$ cat src/rtl/usr_pkg.sv
// Shared definitions for the universal shift register: operating-mode
// encoding and the width of the mode select.
package usr_pkg;

    localparam int MODE_W = 3;

    typedef enum logic [MODE_W-1:0] {
        MODE_HOLD = 3'd0,
        MODE_SHL  = 3'd1,
        MODE_SHR  = 3'd2,
        MODE_ROL  = 3'd3,
        MODE_ROR  = 3'd4,
        MODE_ASR  = 3'd5,
        MODE_LOAD = 3'd6,
        MODE_RSVD = 3'd7
    } mode_e;

endpackage

$ cat src/rtl/usr_if.sv
// Control and data bundle of the universal shift register.
// There is no valid/ready handshake: every control input is sampled on each
// rising clock edge, and every output is valid from one edge to the next.
// The master drives the controls and observes the register state.
// The slave is the register itself.
interface usr_if #(
    parameter int WIDTH = 8,
    parameter int CNT_W = $clog2(WIDTH)
) ();
    logic               sync_clear;
    logic               shift_enable;
    usr_pkg::mode_e     mode;
    logic               serial_in;
    logic [WIDTH-1:0]   load_data;
    logic [WIDTH-1:0]   stored_data;
    logic               serial_out_msb;
    logic               serial_out_lsb;
    logic [CNT_W-1:0]   shift_count;
    logic               frame_done;

    modport master (
        output sync_clear, shift_enable, mode, serial_in, load_data,
        input  stored_data, serial_out_msb, serial_out_lsb, shift_count, frame_done
    );

    modport slave (
        input  sync_clear, shift_enable, mode, serial_in, load_data,
        output stored_data, serial_out_msb, serial_out_lsb, shift_count, frame_done
    );
endinterface

$ cat src/rtl/usr_frame_counter.sv
// Modulo-WIDTH shift counter. Emits a one-cycle frame_done pulse on the
// cycle after the WIDTH-th shift. The count restarts on clear and on load.
module usr_frame_counter #(
    parameter int WIDTH = 8,
    parameter int CNT_W = $clog2(WIDTH)
) (
    input  logic             clk,
    input  logic             rst_n,
    input  logic             i_clear,
    input  logic             i_shift,
    input  logic             i_restart,
    output logic [CNT_W-1:0] o_count,
    output logic             o_frame_done
);
    logic [CNT_W-1:0] r_count;
    logic             r_frame_done;
    logic             w_wrap;

    assign w_wrap = (r_count == CNT_W'(WIDTH - 1));

    // Count shifts. The pulse is only raised by the wrapping shift and is
    // cleared on every other kind of cycle.
    always_ff @(posedge clk or negedge rst_n) begin
        if (!rst_n) begin
            r_count      <= '0;
            r_frame_done <= 1'b0;
        end else if (i_clear) begin
            r_count      <= '0;
            r_frame_done <= 1'b0;
        end else if (i_shift) begin
            r_count      <= w_wrap ? '0 : r_count + CNT_W'(1);
            r_frame_done <= w_wrap;
        end else if (i_restart) begin
            r_count      <= '0;
            r_frame_done <= 1'b0;
        end else begin
            r_frame_done <= 1'b0;
        end
    end

    assign o_count      = r_count;
    assign o_frame_done = r_frame_done;
endmodule

$ cat src/rtl/universal_shift_register.sv
// Parametrised universal shift register: hold, shift left/right, rotate
// left/right, arithmetic right shift and parallel load. It also provides
// serial outputs, a shift counter and a frame-complete pulse.
module universal_shift_register
    import usr_pkg::*;
#(
    parameter int               WIDTH       = 8,
    parameter logic [WIDTH-1:0] RESET_VALUE = '0,
    localparam int              CNT_W       = $clog2(WIDTH)
) (
    input  logic clk,
    input  logic reset,
    usr_if.slave bus
);
    logic [WIDTH-1:0] r_data;
    logic             w_shift;
    logic             w_load;
    logic [CNT_W-1:0] w_count;
    logic             w_frame_done;

    // Modes 1..5 are counted shifts. LOAD restarts the frame.
    assign w_shift = bus.shift_enable && (bus.mode inside {MODE_SHL, MODE_SHR, MODE_ROL, MODE_ROR, MODE_ASR});
    assign w_load  = bus.shift_enable && (bus.mode == MODE_LOAD);

    // Datapath. Clear wins over enable, and enable wins over mode.
    // HOLD and the reserved code leave the contents untouched.
    always_ff @(posedge clk or negedge reset) begin
        if (!reset) begin
            r_data <= RESET_VALUE;
        end else if (bus.sync_clear) begin
            r_data <= RESET_VALUE;
        end else if (bus.shift_enable) begin
            case (bus.mode)
                MODE_SHL:  r_data <= {r_data[WIDTH-2:0], bus.serial_in};
                MODE_SHR:  r_data <= {bus.serial_in, r_data[WIDTH-1:1]};
                MODE_ROL:  r_data <= {r_data[WIDTH-2:0], r_data[WIDTH-1]};
                MODE_ROR:  r_data <= {r_data[0], r_data[WIDTH-1:1]};
                MODE_ASR:  r_data <= {r_data[WIDTH-1], r_data[WIDTH-1:1]};
                MODE_LOAD: r_data <= bus.load_data;
                default:   r_data <= r_data;
            endcase
        end
    end

    usr_frame_counter #(
        .WIDTH (WIDTH),
        .CNT_W (CNT_W)
    ) u_frame_counter (
        .clk          (clk),
        .rst_n        (reset),
        .i_clear      (bus.sync_clear),
        .i_shift      (w_shift),
        .i_restart    (w_load),
        .o_count      (w_count),
        .o_frame_done (w_frame_done)
    );

    assign bus.stored_data    = r_data;
    assign bus.serial_out_msb = r_data[WIDTH-1];
    assign bus.serial_out_lsb = r_data[0];
    assign bus.shift_count    = w_count;
    assign bus.frame_done     = w_frame_done;
endmodule

$ cat src/flat_wrapper.sv
// flat-port wrapper written by rule: the top's interface ports become plain ports
module universal_shift_register_flat import usr_pkg::*;
#(
    parameter int               WIDTH       = 8,
    parameter logic [WIDTH-1:0] RESET_VALUE = '0,
    localparam int              CNT_W       = $clog2(WIDTH)
)
  (clk, reset, bus_sync_clear, bus_shift_enable, bus_mode, bus_serial_in, bus_load_data, bus_stored_data, bus_serial_out_msb, bus_serial_out_lsb, bus_shift_count, bus_frame_done);
  usr_if #(.WIDTH(WIDTH)) bus_i ();
  input  logic clk;
  input  logic reset;
  input wire logic [$bits(bus_i.sync_clear)-1:0] bus_sync_clear;
  input wire logic [$bits(bus_i.shift_enable)-1:0] bus_shift_enable;
  input wire logic [$bits(bus_i.mode)-1:0] bus_mode;
  input wire logic [$bits(bus_i.serial_in)-1:0] bus_serial_in;
  input wire logic [$bits(bus_i.load_data)-1:0] bus_load_data;
  output wire logic [$bits(bus_i.stored_data)-1:0] bus_stored_data;
  output wire logic [$bits(bus_i.serial_out_msb)-1:0] bus_serial_out_msb;
  output wire logic [$bits(bus_i.serial_out_lsb)-1:0] bus_serial_out_lsb;
  output wire logic [$bits(bus_i.shift_count)-1:0] bus_shift_count;
  output wire logic [$bits(bus_i.frame_done)-1:0] bus_frame_done;
  assign bus_i.sync_clear = bus_sync_clear;
  assign bus_i.shift_enable = bus_shift_enable;
  assign bus_i.mode = bus_mode;
  assign bus_i.serial_in = bus_serial_in;
  assign bus_i.load_data = bus_load_data;
  assign bus_stored_data = bus_i.stored_data;
  assign bus_serial_out_msb = bus_i.serial_out_msb;
  assign bus_serial_out_lsb = bus_i.serial_out_lsb;
  assign bus_shift_count = bus_i.shift_count;
  assign bus_frame_done = bus_i.frame_done;
  universal_shift_register #(.WIDTH(WIDTH), .RESET_VALUE(RESET_VALUE)) u_core (.clk(clk), .reset(reset), .bus(bus_i));
endmodule
$ cat config.mk
export PLATFORM = sky130hd
export DESIGN_NAME = universal_shift_register_flat
export DESIGN_NICKNAME = d
export VERILOG_FILES = /design/src/rtl/usr_pkg.sv /design/src/rtl/usr_if.sv /design/src/rtl/usr_frame_counter.sv /design/src/rtl/universal_shift_register.sv /design/src/flat_wrapper.sv
export SDC_FILE = /design/constraint.sdc
export NUM_CORES = 1
export LEC_CHECK = 0
export BUFFER_PORTS_ARGS = -buffer_cell sky130_fd_sc_hd__buf_4
export CORE_MARGIN = 3
export CORE_UTILIZATION = 49
export CTS_CLUSTER_SIZE = 12
export DETAILED_ROUTE_END_ITERATION = 12
export PLACE_DENSITY_LB_ADDON = 0.3
export RECOVER_POWER = 50
export SETUP_SLACK_MARGIN = 0.5
export SLEW_MARGIN = 20
export SYNTH_ARGS = -nofsm -noshare
export SYNTH_HDL_FRONTEND = slang
export SYNTH_SLANG_ARGS = --single-unit
$ cat constraint.sdc
create_clock -name clk -period 1.3 [get_ports clk]
set_input_delay 0 -clock clk [delete_from_list [all_inputs] [get_ports clk]]
set_output_delay 0 -clock clk [all_outputs]
set_load 0.02 [all_outputs]
==> metrics.md <==
| Metric | Value |
|---|---|
| Unrepaired setup endpoints after global routing | true |
| First-pass GRT wire length | around 4600 um |
| Worst R2R End | u_core.bus.stored_data[7] |
| DR vias | between 1000 and 1500 |
| Via density | 6.526 |
| Final slew viol count | 0 |
| Worst Path Required | 1450 ps |
| Slew margin rel. | 0.4993 |
| DR iter-0 viols | 37 |
| Min-Delay Startpoint | bus_sync_clear |
| R2R Path Start | u_core.bus.stored_data[0] |
| Pin count of the biggest net entering global routing | 25 |
| PnR worst setup slack | ~44 ps |
| Gr ovfl total | 0 |
| Routability cong. | roughly 0.84 |
| CP startpoint kind | register |
| Reg clk slew, reported paths | ~100 ps |
| Setup CP Type | reg -> reg |
| Row cnt | 14 |
| Hold Path Stages | 3 |
| Crit. End Element | register |
| Ratio of final minimum period to clock period | 0.9663 |
| Min-Delay Endpoint | u_core.u_frame_counter.o_count[1] |
| Sequential element share of the synthesized area | 0.3366 |
| P per Cell Area | ~800 nW/um^2 |
| Root buffer cell | clkbuf_4 |
| Drt drc | 0 |
| Final core occ | 0.8773 |
| Max-cap violations | 0 |
| Share of cells above drive strength 1 | 0.6231 |
| Synthesized Nets | between 100 and 150 |
| Commonest non-fill, non-tap cells in the layout | 22 x buf_4, 22 x buf_6, 11 x dfrtp_2, 6 x a211o_1, 6 x a32o_1 |
| EDFF count, synth | 0 |
| R2R depth | 4 |
| Final setup fails | 0 |
| Total die area | ~2400 um^2 |
| Post-synth ARST share | 1.000 |
| Vias in the first global route | 944 |
| Die Wd | between 40 and 50 um |
| Tmin final | approximately 1300 ps |
| Fill cell count | between 80 and 90 |
| Max FO, Critical Path | 6 |
| Status | finished clean |
| Yosys warns | 0 |
| Total GRT Usage | 0.2471 |
| I/O pins | 30 |
| WL/cell | ~21 um |
| Clock tree from TritonCTS | built |
| Non-Filler Instances | ~150 |
| Worst slew pin tran | between 700 and 800 ps |
| CTS Buffer Depth | 2 |
| Setup WS pre-CTS | approximately 46 ps |
| Flops & latches, synth | 12 |
| Yosys top cell area share | 0.3366 |
| Final nets | about 150 |
| Hpwl dp | 1639 um |
| Final setup TNS | 0 ps |
| LEAKAGE | around 0.63 nW |
| Initial core utilization | 0.5536 |
| Fin Clk Skew | 5.927 ps |
| Netlist cell types | 31 |
| Post-route ant nets | 0 |
| Drt pass-1 iters | 4 |
| Synth area leaders | dfrtp_1 34%, a32o_1 6.7%, a211o_1 5.9% |
| Synthesized area | slightly below 900 um^2 |
| Routed WL | roughly 3200 um |
| Hold Fails Final Rpt | 0 |
| Cells after Synth | 86 |
| Die Y | ~49 um |
| CTS H-Tree Depth | 1 |
| Area grow syn2layout | 58.49% |
| WP data arrival | around 1400 ps |
| Flop2flop setup slack | 40 ps |
| Top_reg_cell synth | dfrtp_1 |
| CTS buffer count | 3 |
| Port Buf Inserts | 29 |
| Worst vdd ir | approximately 0.53 mV |
| CTS Sinks | 12 |
| Antenna diode count | 0 |
| Core box area | 1612 um^2 |
| Worst hold path type | in -> reg |
| Area leader, netlist | dfrtp_1 |
| Placed Cells incl. Taps | between 100 and 150 |
| Clock Latency Late Sink | ~280 ps |
| Hold Slack | about 120 ps |
| F_max | between 700 and 800 MHz |
| Initial antenna violation count | 0 |
| Average cell area after synthesis | 10.37 um^2 |
-- cell type report --
cell class                 instances  area (um^2)  share of cell area
tap                               24        30.03             0.02124
clock buffer                       4        36.28             0.02566
timing repair buffer              48        440.4              0.3115
inverter                           1        3.754            0.002655
multi-input combinational         65        589.3              0.4168
sequential                        12        314.1              0.2221
-- routing by layer --
metal | routed length [um] | track usage
met1 | 1206 | 0.3114
met2 | 1660 | 0.4140
met3 | 272 | 0.04601
met4 | 51 | 0.09953
met5 | 0 | 0
-- where the power goes --
| group | total, W | switching (W) | internal, W | leakage [nW] |
|---|---|---|---|---|
| Sequential | 0.000420 | 0.0000233 | 0.000396 | 0.146 |
| Combinational | 0.000405 | 0.000198 | 0.000207 | 0.462 |
| Clock | 0.000324 | 0.000154 | 0.000170 | 0.0210 |
-- stage by stage --
step	power, W	area [um^2]
detailed placement	0.0007283	1164
global placement	0.0007206	1164
floorplan	0.0006158	935.9
finish	0.001149	1414
global route	0.001201	1414
CTS	0.001090	1366
-- logic make-up (layout without fill, tap and decap cells) --
group,Yosys count,after routing,synth area share
DFF,12,12,0.3366
AOI/OAI and AO/OA,33,33,0.3100
adders and majority gates,2,2,0.02805
and+or+nand+nor,24,24,0.1599
buffers and inverters,9,53,0.09396
muxes,6,6,0.07153
-- timing repair --
item / 4_1_cts / 5_1_grt
buffers inserted: 8 / 1
hold buffers: 2 / 0
gates cloned: 0 / 0
setup endpoints to repair: 25 / 26
hold endpoints to repair: 13 / 0
pin swaps: 12 / 3
gates resized for setup: 23 / 15
-- flip-flops by register name, indices dropped and copies added, names as in the netlist --
signal and flops:
u_core.u_frame_counter.o_frame_done 1, u_core.bus.stored_data 8, u_core.u_frame_counter.o_count 3
-- how the worst max path moves through the flow --
stage	from	endpoint	slack [ps]	cells past startpoint
3_3_place_gp	u_core.bus.stored_data[7]	u_core.bus.stored_data[6]	60	4
2_1_floorplan	u_core.bus.stored_data[7]	u_core.bus.stored_data[6]	50	4
4_1_cts	u_core.bus.stored_data[7]	u_core.bus.stored_data[6]	60	4
6_report	u_core.bus.stored_data[0]	u_core.bus.stored_data[7]	40	4
3_5_place_dp	u_core.bus.stored_data[7]	u_core.bus.stored_data[6]	50	4
5_1_grt	u_core.bus.stored_data[7]	u_core.bus.stored_data[6]	-10	4
-- worst max-delay path: stages (launching register included) --
cell      delay (ps)
dfrtp_2          460
nor2b_1          130
nor3_1            60
a311oi_1         350
a211oi_1         120
-- synthesized netlist by cell type (2+ instances only) --
cell type / count
buf_4: 3
nor3_1: 2
mux2_2: 3
nor2_1: 4
mux2i_1: 3
buf_8: 2
a211oi_1: 6
buf_6: 2
nor2b_1: 7
o21ai_0: 5
ha_1: 2
nand2_1: 4
a211o_1: 6
a32o_1: 6
dfrtp_1: 12
a22o_1: 4
Note: power is estimated with default switching activity, not from simulation.
